<file path="config.mk">
export PLATFORM = sky130hd
export DESIGN_NAME = inst_split_queue_flat
export DESIGN_NICKNAME = d
export VERILOG_FILES = /design/src/rtl/mips_isa_pkg.sv /design/src/rtl/inst_split_queue_if.sv /design/src/rtl/inst_field_decode.sv /design/src/rtl/inst_split_queue.sv /design/src/flat_wrapper.sv
export SDC_FILE = /design/constraint.sdc
export NUM_CORES = 1
export LEC_CHECK = 0
export CAP_MARGIN = 20
export CORE_MARGIN = 5
export CORE_UTILIZATION = 55
export CTS_BUF_LIST = sky130_fd_sc_hd__clkbuf_4
export DETAILED_ROUTE_END_ITERATION = 8
export DONT_BUFFER_PORTS = 1
export PLACE_DENSITY = 0.8
export SLEW_MARGIN = 20
export SYNTH_ARGS = -nofsm -noshare
export SYNTH_HDL_FRONTEND = slang
export SYNTH_SLANG_ARGS = --single-unit
</file>
<file path="constraint.sdc">
create_clock -name clk -period 3.8 [get_ports clk]
set_clock_uncertainty 0.15 [all_clocks]
set_input_delay 0.19 -clock clk [delete_from_list [all_inputs] [get_ports clk]]
set_output_delay 0.19 -clock clk [all_outputs]
set_load 0.02 [all_outputs]
</file>
<file path="src/rtl/mips_isa_pkg.sv">
// MIPS-style instruction constants shared by the split queue and its field decoder.
// Holds opcode values, field bit positions and the decoded-instruction record.
package mips_isa_pkg;

  localparam logic [5:0] OP_J    = 6'h02;
  localparam logic [5:0] OP_JAL  = 6'h03;
  localparam logic [5:0] OP_ANDI = 6'h0C;
  localparam logic [5:0] OP_ORI  = 6'h0D;
  localparam logic [5:0] OP_XORI = 6'h0E;

  localparam int OPCODE_HI = 31;
  localparam int OPCODE_LO = 26;
  localparam int RS_HI     = 25;
  localparam int RS_LO     = 21;
  localparam int RT_HI     = 20;
  localparam int RT_LO     = 16;
  localparam int RD_HI     = 15;
  localparam int RD_LO     = 11;
  localparam int SHAMT_HI  = 10;
  localparam int SHAMT_LO  = 6;
  localparam int FUNCT_HI  = 5;
  localparam int FUNCT_LO  = 0;
  localparam int IMM_HI    = 15;
  localparam int IMM_LO    = 0;
  localparam int JIDX_HI   = 25;
  localparam int JIDX_LO   = 0;

  typedef struct packed {
    logic [5:0]  opcode;
    logic [4:0]  rs;
    logic [4:0]  rt;
    logic [4:0]  rd;
    logic [4:0]  shamt;
    logic [5:0]  funct;
    logic [31:0] imm;
    logic [31:0] jtarget;
    logic [31:0] pc;
  } decoded_inst_t;

  // Logical immediates are zero-extended; everything else sign-extends.
  function automatic logic imm_is_zero_ext(input logic [5:0] opcode);
    return (opcode == OP_ANDI) || (opcode == OP_ORI) || (opcode == OP_XORI);
  endfunction

  function automatic logic is_jump(input logic [5:0] opcode);
    return (opcode == OP_J) || (opcode == OP_JAL);
  endfunction

endpackage

</file>
<file path="src/rtl/inst_split_queue_if.sv">
// Producer/consumer bundle for the instruction split queue.
// The queue uses the slave modport; the fetch/issue side uses master.
interface inst_split_queue_if #(
  parameter int CNT_W = 3
);
  logic             in_valid;
  logic             in_ready;
  logic [31:0]      in_inst;
  logic [31:0]      in_pc;
  logic             flush;
  logic             out_valid;
  logic             out_ready;
  logic [5:0]       opcode_out;
  logic [5:0]       funct_out;
  logic [4:0]       rs_out;
  logic [4:0]       rt_out;
  logic [4:0]       rd_out;
  logic [4:0]       shamt_out;
  logic [31:0]      imm_out;
  logic [31:0]      jtarget_out;
  logic [31:0]      pc_out;
  logic [CNT_W-1:0] count_out;

  modport master (
    output in_valid, in_inst, in_pc, flush, out_ready,
    input  in_ready, out_valid, opcode_out, funct_out, rs_out, rt_out, rd_out,
           shamt_out, imm_out, jtarget_out, pc_out, count_out
  );

  modport slave (
    input  in_valid, in_inst, in_pc, flush, out_ready,
    output in_ready, out_valid, opcode_out, funct_out, rs_out, rt_out, rd_out,
           shamt_out, imm_out, jtarget_out, pc_out, count_out
  );
endinterface

</file>
<file path="src/rtl/inst_field_decode.sv">
// Purely combinational split of one buffered instruction into its fields,
// extended immediate and jump target.
module inst_field_decode
  import mips_isa_pkg::*;
(
  input  logic [31:0]   inst,
  input  logic [31:0]   pc,
  output decoded_inst_t dec
);

  logic [5:0] opcode;
  logic [3:0] pc_plus4_hi;

  assign opcode = inst[OPCODE_HI:OPCODE_LO];

  // Adding 4 only reaches bit 28 when pc[27:2] is all ones, so only the top nibble is formed.
  assign pc_plus4_hi = pc[31:28] + {3'b000, &pc[27:2]};

  always_comb begin
    dec         = '0;
    dec.opcode  = opcode;
    dec.rs      = inst[RS_HI:RS_LO];
    dec.rt      = inst[RT_HI:RT_LO];
    dec.rd      = inst[RD_HI:RD_LO];
    dec.shamt   = inst[SHAMT_HI:SHAMT_LO];
    dec.funct   = inst[FUNCT_HI:FUNCT_LO];
    dec.imm     = imm_is_zero_ext(opcode) ? {16'h0000, inst[IMM_HI:IMM_LO]}
                                          : {{16{inst[IMM_HI]}}, inst[IMM_HI:IMM_LO]};
    dec.jtarget = {pc_plus4_hi, inst[JIDX_HI:JIDX_LO], 2'b00};
    dec.pc      = pc;
  end

endmodule

</file>
<file path="src/rtl/inst_split_queue.sv">
// Instruction buffer between fetch and issue: a DEPTH-entry FIFO of {inst, pc}
// whose head entry is presented already split into decoded fields.
module inst_split_queue
  import mips_isa_pkg::*;
#(
  parameter int DEPTH = 4,
  parameter int CNT_W = $clog2(DEPTH + 1)
) (
  input logic               clk,
  input logic               rst_n,
  inst_split_queue_if.slave q
);

  localparam int PTR_W = (DEPTH > 1) ? $clog2(DEPTH) : 1;

  logic [PTR_W-1:0] wr_ptr_reg;
  logic [PTR_W-1:0] rd_ptr_reg;
  logic [CNT_W-1:0] count_reg;
  logic [63:0]      mem [DEPTH];

  logic          push;
  logic          pop;
  logic [63:0]   head;
  decoded_inst_t head_dec;
  decoded_inst_t shown;

  assign q.in_ready  = (count_reg < CNT_W'(DEPTH));
  assign q.out_valid = (count_reg != '0);
  assign push        = q.in_valid && q.in_ready;
  assign pop         = q.out_valid && q.out_ready;

  always_ff @(posedge clk or negedge rst_n) begin
    if (!rst_n) begin
      wr_ptr_reg <= '0;
      rd_ptr_reg <= '0;
      count_reg  <= '0;
    end else if (q.flush) begin
      wr_ptr_reg <= '0;
      rd_ptr_reg <= '0;
      count_reg  <= '0;
    end else begin
      if (push) wr_ptr_reg <= wr_ptr_reg + PTR_W'(1);
      if (pop)  rd_ptr_reg <= rd_ptr_reg + PTR_W'(1);
      case ({push, pop})
        2'b10:   count_reg <= count_reg + CNT_W'(1);
        2'b01:   count_reg <= count_reg - CNT_W'(1);
        default: count_reg <= count_reg;
      endcase
    end
  end

  // Storage carries no reset; the count alone decides which entries are live.
  for (genvar gi = 0; gi < DEPTH; gi++) begin : g_entry
    always_ff @(posedge clk) begin
      if (push && !q.flush && (wr_ptr_reg == PTR_W'(gi)))
        mem[gi] <= {q.in_inst, q.in_pc};
    end
  end

  assign head = mem[rd_ptr_reg];

  inst_field_decode u_decode (
    .inst (head[63:32]),
    .pc   (head[31:0]),
    .dec  (head_dec)
  );

  // Stale storage must never leak out while the queue is empty.
  assign shown = q.out_valid ? head_dec : '0;

  assign q.opcode_out  = shown.opcode;
  assign q.rs_out      = shown.rs;
  assign q.rt_out      = shown.rt;
  assign q.rd_out      = shown.rd;
  assign q.shamt_out   = shown.shamt;
  assign q.funct_out   = shown.funct;
  assign q.imm_out     = shown.imm;
  assign q.jtarget_out = shown.jtarget;
  assign q.pc_out      = shown.pc;
  assign q.count_out   = count_reg;

endmodule

</file>
<file path="src/flat_wrapper.sv">
// flat-port wrapper written by rule: the top's interface ports become plain ports
module inst_split_queue_flat import mips_isa_pkg::*;
#(
  parameter int DEPTH = 4,
  parameter int CNT_W = $clog2(DEPTH + 1)
)
  (clk, rst_n, q_in_valid, q_in_inst, q_in_pc, q_flush, q_out_ready, q_in_ready, q_out_valid, q_opcode_out, q_funct_out, q_rs_out, q_rt_out, q_rd_out, q_shamt_out, q_imm_out, q_jtarget_out, q_pc_out, q_count_out);
  inst_split_queue_if #(.CNT_W(CNT_W)) q_i ();
  input logic clk;
  input logic rst_n;
  input wire logic [$bits(q_i.in_valid)-1:0] q_in_valid;
  input wire logic [$bits(q_i.in_inst)-1:0] q_in_inst;
  input wire logic [$bits(q_i.in_pc)-1:0] q_in_pc;
  input wire logic [$bits(q_i.flush)-1:0] q_flush;
  input wire logic [$bits(q_i.out_ready)-1:0] q_out_ready;
  output wire logic [$bits(q_i.in_ready)-1:0] q_in_ready;
  output wire logic [$bits(q_i.out_valid)-1:0] q_out_valid;
  output wire logic [$bits(q_i.opcode_out)-1:0] q_opcode_out;
  output wire logic [$bits(q_i.funct_out)-1:0] q_funct_out;
  output wire logic [$bits(q_i.rs_out)-1:0] q_rs_out;
  output wire logic [$bits(q_i.rt_out)-1:0] q_rt_out;
  output wire logic [$bits(q_i.rd_out)-1:0] q_rd_out;
  output wire logic [$bits(q_i.shamt_out)-1:0] q_shamt_out;
  output wire logic [$bits(q_i.imm_out)-1:0] q_imm_out;
  output wire logic [$bits(q_i.jtarget_out)-1:0] q_jtarget_out;
  output wire logic [$bits(q_i.pc_out)-1:0] q_pc_out;
  output wire logic [$bits(q_i.count_out)-1:0] q_count_out;
  assign q_i.in_valid = q_in_valid;
  assign q_i.in_inst = q_in_inst;
  assign q_i.in_pc = q_in_pc;
  assign q_i.flush = q_flush;
  assign q_i.out_ready = q_out_ready;
  assign q_in_ready = q_i.in_ready;
  assign q_out_valid = q_i.out_valid;
  assign q_opcode_out = q_i.opcode_out;
  assign q_funct_out = q_i.funct_out;
  assign q_rs_out = q_i.rs_out;
  assign q_rt_out = q_i.rt_out;
  assign q_rd_out = q_i.rd_out;
  assign q_shamt_out = q_i.shamt_out;
  assign q_imm_out = q_i.imm_out;
  assign q_jtarget_out = q_i.jtarget_out;
  assign q_pc_out = q_i.pc_out;
  assign q_count_out = q_i.count_out;
  inst_split_queue #(.DEPTH(DEPTH), .CNT_W(CNT_W)) u_core (.clk(clk), .rst_n(rst_n), .q(q_i));
endmodule
</file>
## After elaboration in Yosys (flattened, before gate mapping)

Memories as Yosys holds them, arrays and structs flattened.
Index checks and enable logic that the tools add are counted.

| operators by class | value |
|---|---|
| multiplexer cells | 25 |
| add/sub/neg operators | 5 |
| equal/unequal tests | 8 |
| reductions and logical operators | 19 |
| $lt $le $gt $ge | 1 |

Operator list:

| operator | number |
|---|---|
| two-way mux 64 bit | 3 |
| OR reduction 64 bit | 3 |
| two-way mux 128 bit | 1 |
| two-way mux 32 bit | 1 |
| AND reduction 26 bit | 1 |
| equality test 6 x 4 -> 1 bit, second input constant | 3 |
| two-way mux 2 bit | 7 |
| two-way mux 1 bit | 11 |
| logical AND 1 bit | 7 |
| equality test 2 bit, second input constant | 3 |
| case mux 3 bit (2 select lines) | 1 |
| nonzero test 3 bit | 2 |
| adder 2 x 1 -> 2 bit, second input constant | 2 |
| adder 4 x 1 -> 4 bit | 1 |
| equality test 2 x 1 -> 1 bit, second input constant | 2 |
| nonzero test 2 bit | 2 |
| adder 3 x 1 -> 3 bit, second input constant | 1 |
| less-than comparator 3 bit, second input constant | 1 |
| two-way mux 3 bit | 1 |
| subtractor 3 x 1 -> 3 bit, second input constant | 1 |
| logical NOT 2 bit | 1 |
| logical OR 1 bit | 2 |
| logical NOT 1 bit | 1 |

| word-level totals | value |
|---|---|
| bits in writable memories | 256 |
| input port bits | 69 |
| logic and storage cells | 62 |
| output and inout bits | 133 |
| memories kept | 1 |
| bits in registers | 7 |

Memory list:

| memory | depth | width | read ports | clocked after memory_dff | wr ports | line | RTL |
|---|---|---|---|---|---|---|---|
| u_core.mem | 4 | 64 | 1 | 0 | 1 | inst_split_queue.sv:19 | `logic [63:0] mem [DEPTH];` |

## Logic depth before layout (Yosys ltp)

| depth | value |
|---|---|
| depth after elaboration | 10 |
| gate-level depth with buffers | 9 |
| gate-level depth less buffers | 8 |

## Hierarchy

A second synthesis with hierarchy kept.

| second synthesis, totals | value |
|---|---|
| cell total of the unflattened synthesis | 676 |
| area total of the unflattened synthesis | 11717.5 um^2 |

Modules (own cells, without submodules):

| module | cells an instance | instances | area each (um^2) |
|---|---|---|---|
| inst_split_queue | 535 | 1 | 10659.0 |
| inst_field_decode | 141 | 1 | 1058.5 |

## Least setup slack after synthesis

Ideal clock, no wire load.

| timing | value |
|---|---|
| path kind | register to output |
| start point | register u_core.rd_ptr_reg[0] |
| end point | output port q_imm_out[17] |
| cell stages (with the launch flop) | 7 |
| required time | 3460 ps |
| arrival | 3049 ps |
| setup slack | 411 ps |
| cells stage by stage | dfrtp_1 buf_4 buf_4 mux4_2 and2_1 a21boi_0 buf_4 |

| on the way | value |
|---|---|
| word-level cells in the longest chain between the ends | 6 |

RTL lines:

| element | line | RTL |
|---|---|---|
| start: declaration | inst_split_queue.sv:17 | `logic [PTR_W-1:0] rd_ptr_reg;` |
| start signal: assignment | inst_split_queue.sv:43 | `if (pop) rd_ptr_reg <= rd_ptr_reg + PTR_W'(1);` |
| memory (4 x 64 bit) (*) | -- |  |
| equality test 6 x 4 -> 1 bit | mips_isa_pkg.sv:42 | `return (opcode == OP_ANDI) \|\| (opcode == OP_ORI) \|\| (opcode == OP_XORI);` |
| logical OR 1 bit (2 in a row) | mips_isa_pkg.sv:42 |  |
| two-way mux 32 bit (*) | inst_field_decode.sv:27 | `dec.imm = imm_is_zero_ext(opcode) ? {16'h0000, inst[IMM_HI:IMM_LO]}` |
| two-way mux 128 bit (*) | inst_split_queue.sv:69 | `assign shown = q.out_valid ? head_dec : '0;` |
| end: declaration | flat_wrapper.sv:24 | `output wire logic [$bits(q_i.imm_out)-1:0] q_imm_out;` |

Every way passes the cells marked *; elsewhere a longest branch is shown, timed or not.

## Worst setup path in the final report

| timing | value |
|---|---|
| start point | register u_core.rd_ptr_reg[0] |
| end point | output port q_jtarget_out[31] |

| on the way | value |
|---|---|
| word-level cells in the longest chain between the ends | 4 |

RTL lines:

| element | line | RTL |
|---|---|---|
| memory (4 x 64 bit) (*) | -- |  |
| AND reduction 26 bit | inst_field_decode.sv:17 | `assign pc_plus4_hi = pc[31:28] + {3'b000, &pc[27:2]};` |
| adder 4 x 1 -> 4 bit (*) | inst_field_decode.sv:17 |  |
| two-way mux 128 bit (*) | inst_split_queue.sv:69 |  |
| end: declaration | flat_wrapper.sv:25 | `output wire logic [$bits(q_i.jtarget_out)-1:0] q_jtarget_out;` |

Marks and branches as above.

==> impl_metrics.ini <==
[run_status]
outcome = finished, final reports clean

[cts]
clock_latency_ps = 640
cts-root-to-sink-buffers = 3
clkTransAtPathRegs_ps = 70
htreeDepth = 3
clockRootBuffer = clkbuf_4
clock-sinks = 263
cts_tree = built
cts_made_buffers = 67

[placed_design]
io_buffer_count = 0
placedCellCount = 728
place_congestion = 0.719
dp_hpwl_um = 11400
post_dp_cell_area_mm2 = 0.0106

[routing]
wirelength_um = 20500
routed-via-count = 5048
viasPerCell = 5.53
wl_per_cell_um = 22.5
drc = 0
initialDrtViolationCount = 242
antenna_left = 0
drtPass1Iterations = 4

[logic_synthesis]
syn_inst = 532
synth-seq-area-share_pct = 73.6
yosysUniqueCellTypes = 32
synth.avg_cell_area_um2 = 20.1
synth_area_mm2 = 0.0107
synth-seq-cells = 263
synth_warnings = 0

[finish]
layout_common_cells = edfxtp_1 (256), clkbuf_4 (91), dlygate4sd3_1 (72)
fin_nets = 684
regMostFlops = u_core.mem
layout.cells.non_filler = 913
final_area_mm2 = 0.0123
syn_to_final_growth_pct = 14.7
final_common_cell = edfxtp_1
largest_reg_flops = 256
drive_gt1_share_pct = 28.7

[setup_path]
path_class = reg2out
max_stage_delay_ps = 560
startpoint_type = flop
crit_path_end_kind = output pin
critPathBufInv = 2
crit_fanout = 5
slowest_stage = or4_4
path_delay_family = simple AND/OR/NAND/NOR gates
critPathRequiredTime_ps = 3460
worstPathArrival_ps = 3370
crit_chain = buf_12 > mux4_2 > nand4_1 > or4_4 > nor4_4 > ha_2 > nand3_2 > xor2_1 > nor2_1 > buf_4

[floorplanning]
die_h_um = 149
rows = 51
num_io_pins = 202
fp.dieW_um = 149
die_area_mm2 = 0.0223
initial_core_util_pct = 55.4
core_mm2 = 0.0193

[global_route]
antenna_found_initial = 2
grt_pass1_vias = 5791
grt_pass1_wl_um = 31800
grt_overflow = 0
grt.total_usage_pct = 19.0
grt_start_max_net_pins = 65

[timing]
clock.fmax_mhz = 269
fin_crit_sh_pct = 97.7
worst_slew_pin_slew_ps = 1010
finalHoldViolCount = 0
setup_viol = 0
hold_slack_ps = 95.8
rsz0062_at_grt = true
finalCriticalPeriod_ps = 3710
slew_violations = 0
maxSlewHeadroom_pct = 32.4

[min_path]
hp-class = in2reg

[job]
drv_cap = 0

[power_and_ir_drop]
power_per_cell_area_mw_per_mm2 = 721
peakVddDrop_mv = 0.483
leakage_uw = 0.00401
[cell type report]
type                            count  area (um^2)
Inverter                            4         15.0
Timing Repair Buffer               87          881
Fill cell                        1310         7020
Antenna cell                        1         2.50
Clock inverter                     17          145
Clock buffer                       91          683
Multi-Input combinational cell    185         2320
Tap cell                          265          332
Sequential cell                   263         7870
[layer usage]
layer | vias to the layer above | GRT usage, % | share of wire, %
met1 | 2598 | 23.6 | 40
met2 | 172 | 31.2 | 51
met3 | 44 | 6.50 | 7.1
li1 | 2232 | - | -
met5 | - | 0 | 0.063
met4 | 2 | 7.46 | 1.9
[cell families (layout without fill, tap and decap cells)]
kind of cell / after synthesis / after routing / share of synthesized area, %
fa+ha+maj: 7 / 7 / 0.891
simple gates: 99 / 99 / 5.55
xor+xnor: 6 / 6 / 0.492
compound gates: 6 / 6 / 0.387
flops: 263 / 263 / 73.6
other cells: 1 / 3 / 0.0351
mux: 65 / 65 / 13.7
buf+inv: 85 / 199 / 5.27
[cells in the mapped netlist, drive strengths merged]
cell      n  area, um^2
nor4bb    1        10.0
nand3     2        10.0
nor3      2        10.0
conb      1        3.75
buf      68         499
nand2     2        7.51
nor4      2        18.8
and3      4        25.0
a21oi     2        10.0
mux2i     1        10.0
o31ai     1        12.5
dfrtp     7         175
clkbuf   13        48.8
nor2b     1        6.26
o21ai     1        5.00
edfxtp  256        7690
inv       4        15.0
fa        1        20.0
a21boi    1        7.51
and2     67         419
nand4     6        37.5
a31oi     1        6.26
xnor2     3        26.3
mux4     64        1460
xor2      3        26.3
or4       1        7.51
nor2     11        41.3
ha        6        75.1
[through the flow]
stage / utilization [%] / power, uW / setup TNS [ps] / worst slack, ps
floorplan: - / 6330 / 0 / 411
global placement: 55.0 / 6350 / 0 / 430
detailed placement: 55.0 / 6380 / 0 / 407
CTS: 63.5 / 8920 / 0 / 8.62
global route: 63.6 / 9300 / -99.8 / -72.5
finish: 63.6 / 8830 / 0 / 86.3
[power by group]
part | total (uW) | switching [uW] | internal [uW]
combinational | 2970 | 2050 | 919
clock | 2370 | 1060 | 1300
sequential | 3490 | 107 | 3380
total | 8830 | 3220 | 5610
[final timing paths]
path,start,end,slack (ps),cells past startpoint
worst min-delay path,q_in_inst[14],u_core.mem[3][46],100,1
worst min register to register,u_core.wr_ptr_reg[0],u_core.wr_ptr_reg[0],490,2
min in group asynchronous,rst_n,u_core.rd_ptr_reg[1],280,2
max in group asynchronous,rst_n,u_core.rd_ptr_reg[0],2940,2
worst max register to register,u_core.q.count_out[2],u_core.q.count_out[2],230,8
worst max-delay path,u_core.rd_ptr_reg[0],q_jtarget_out[31],90,10
[what timing repair did]
action | CTS | global route
endpoints found under the setup margin | 19 | 19
buffers inserted | 4 | 0
hold endpoints to repair | 270 | 0
pin swaps | 3 | 2
hold buffers | 72 | 0
resized for setup | 7 | 3
(Power assumes the default switching activity.)
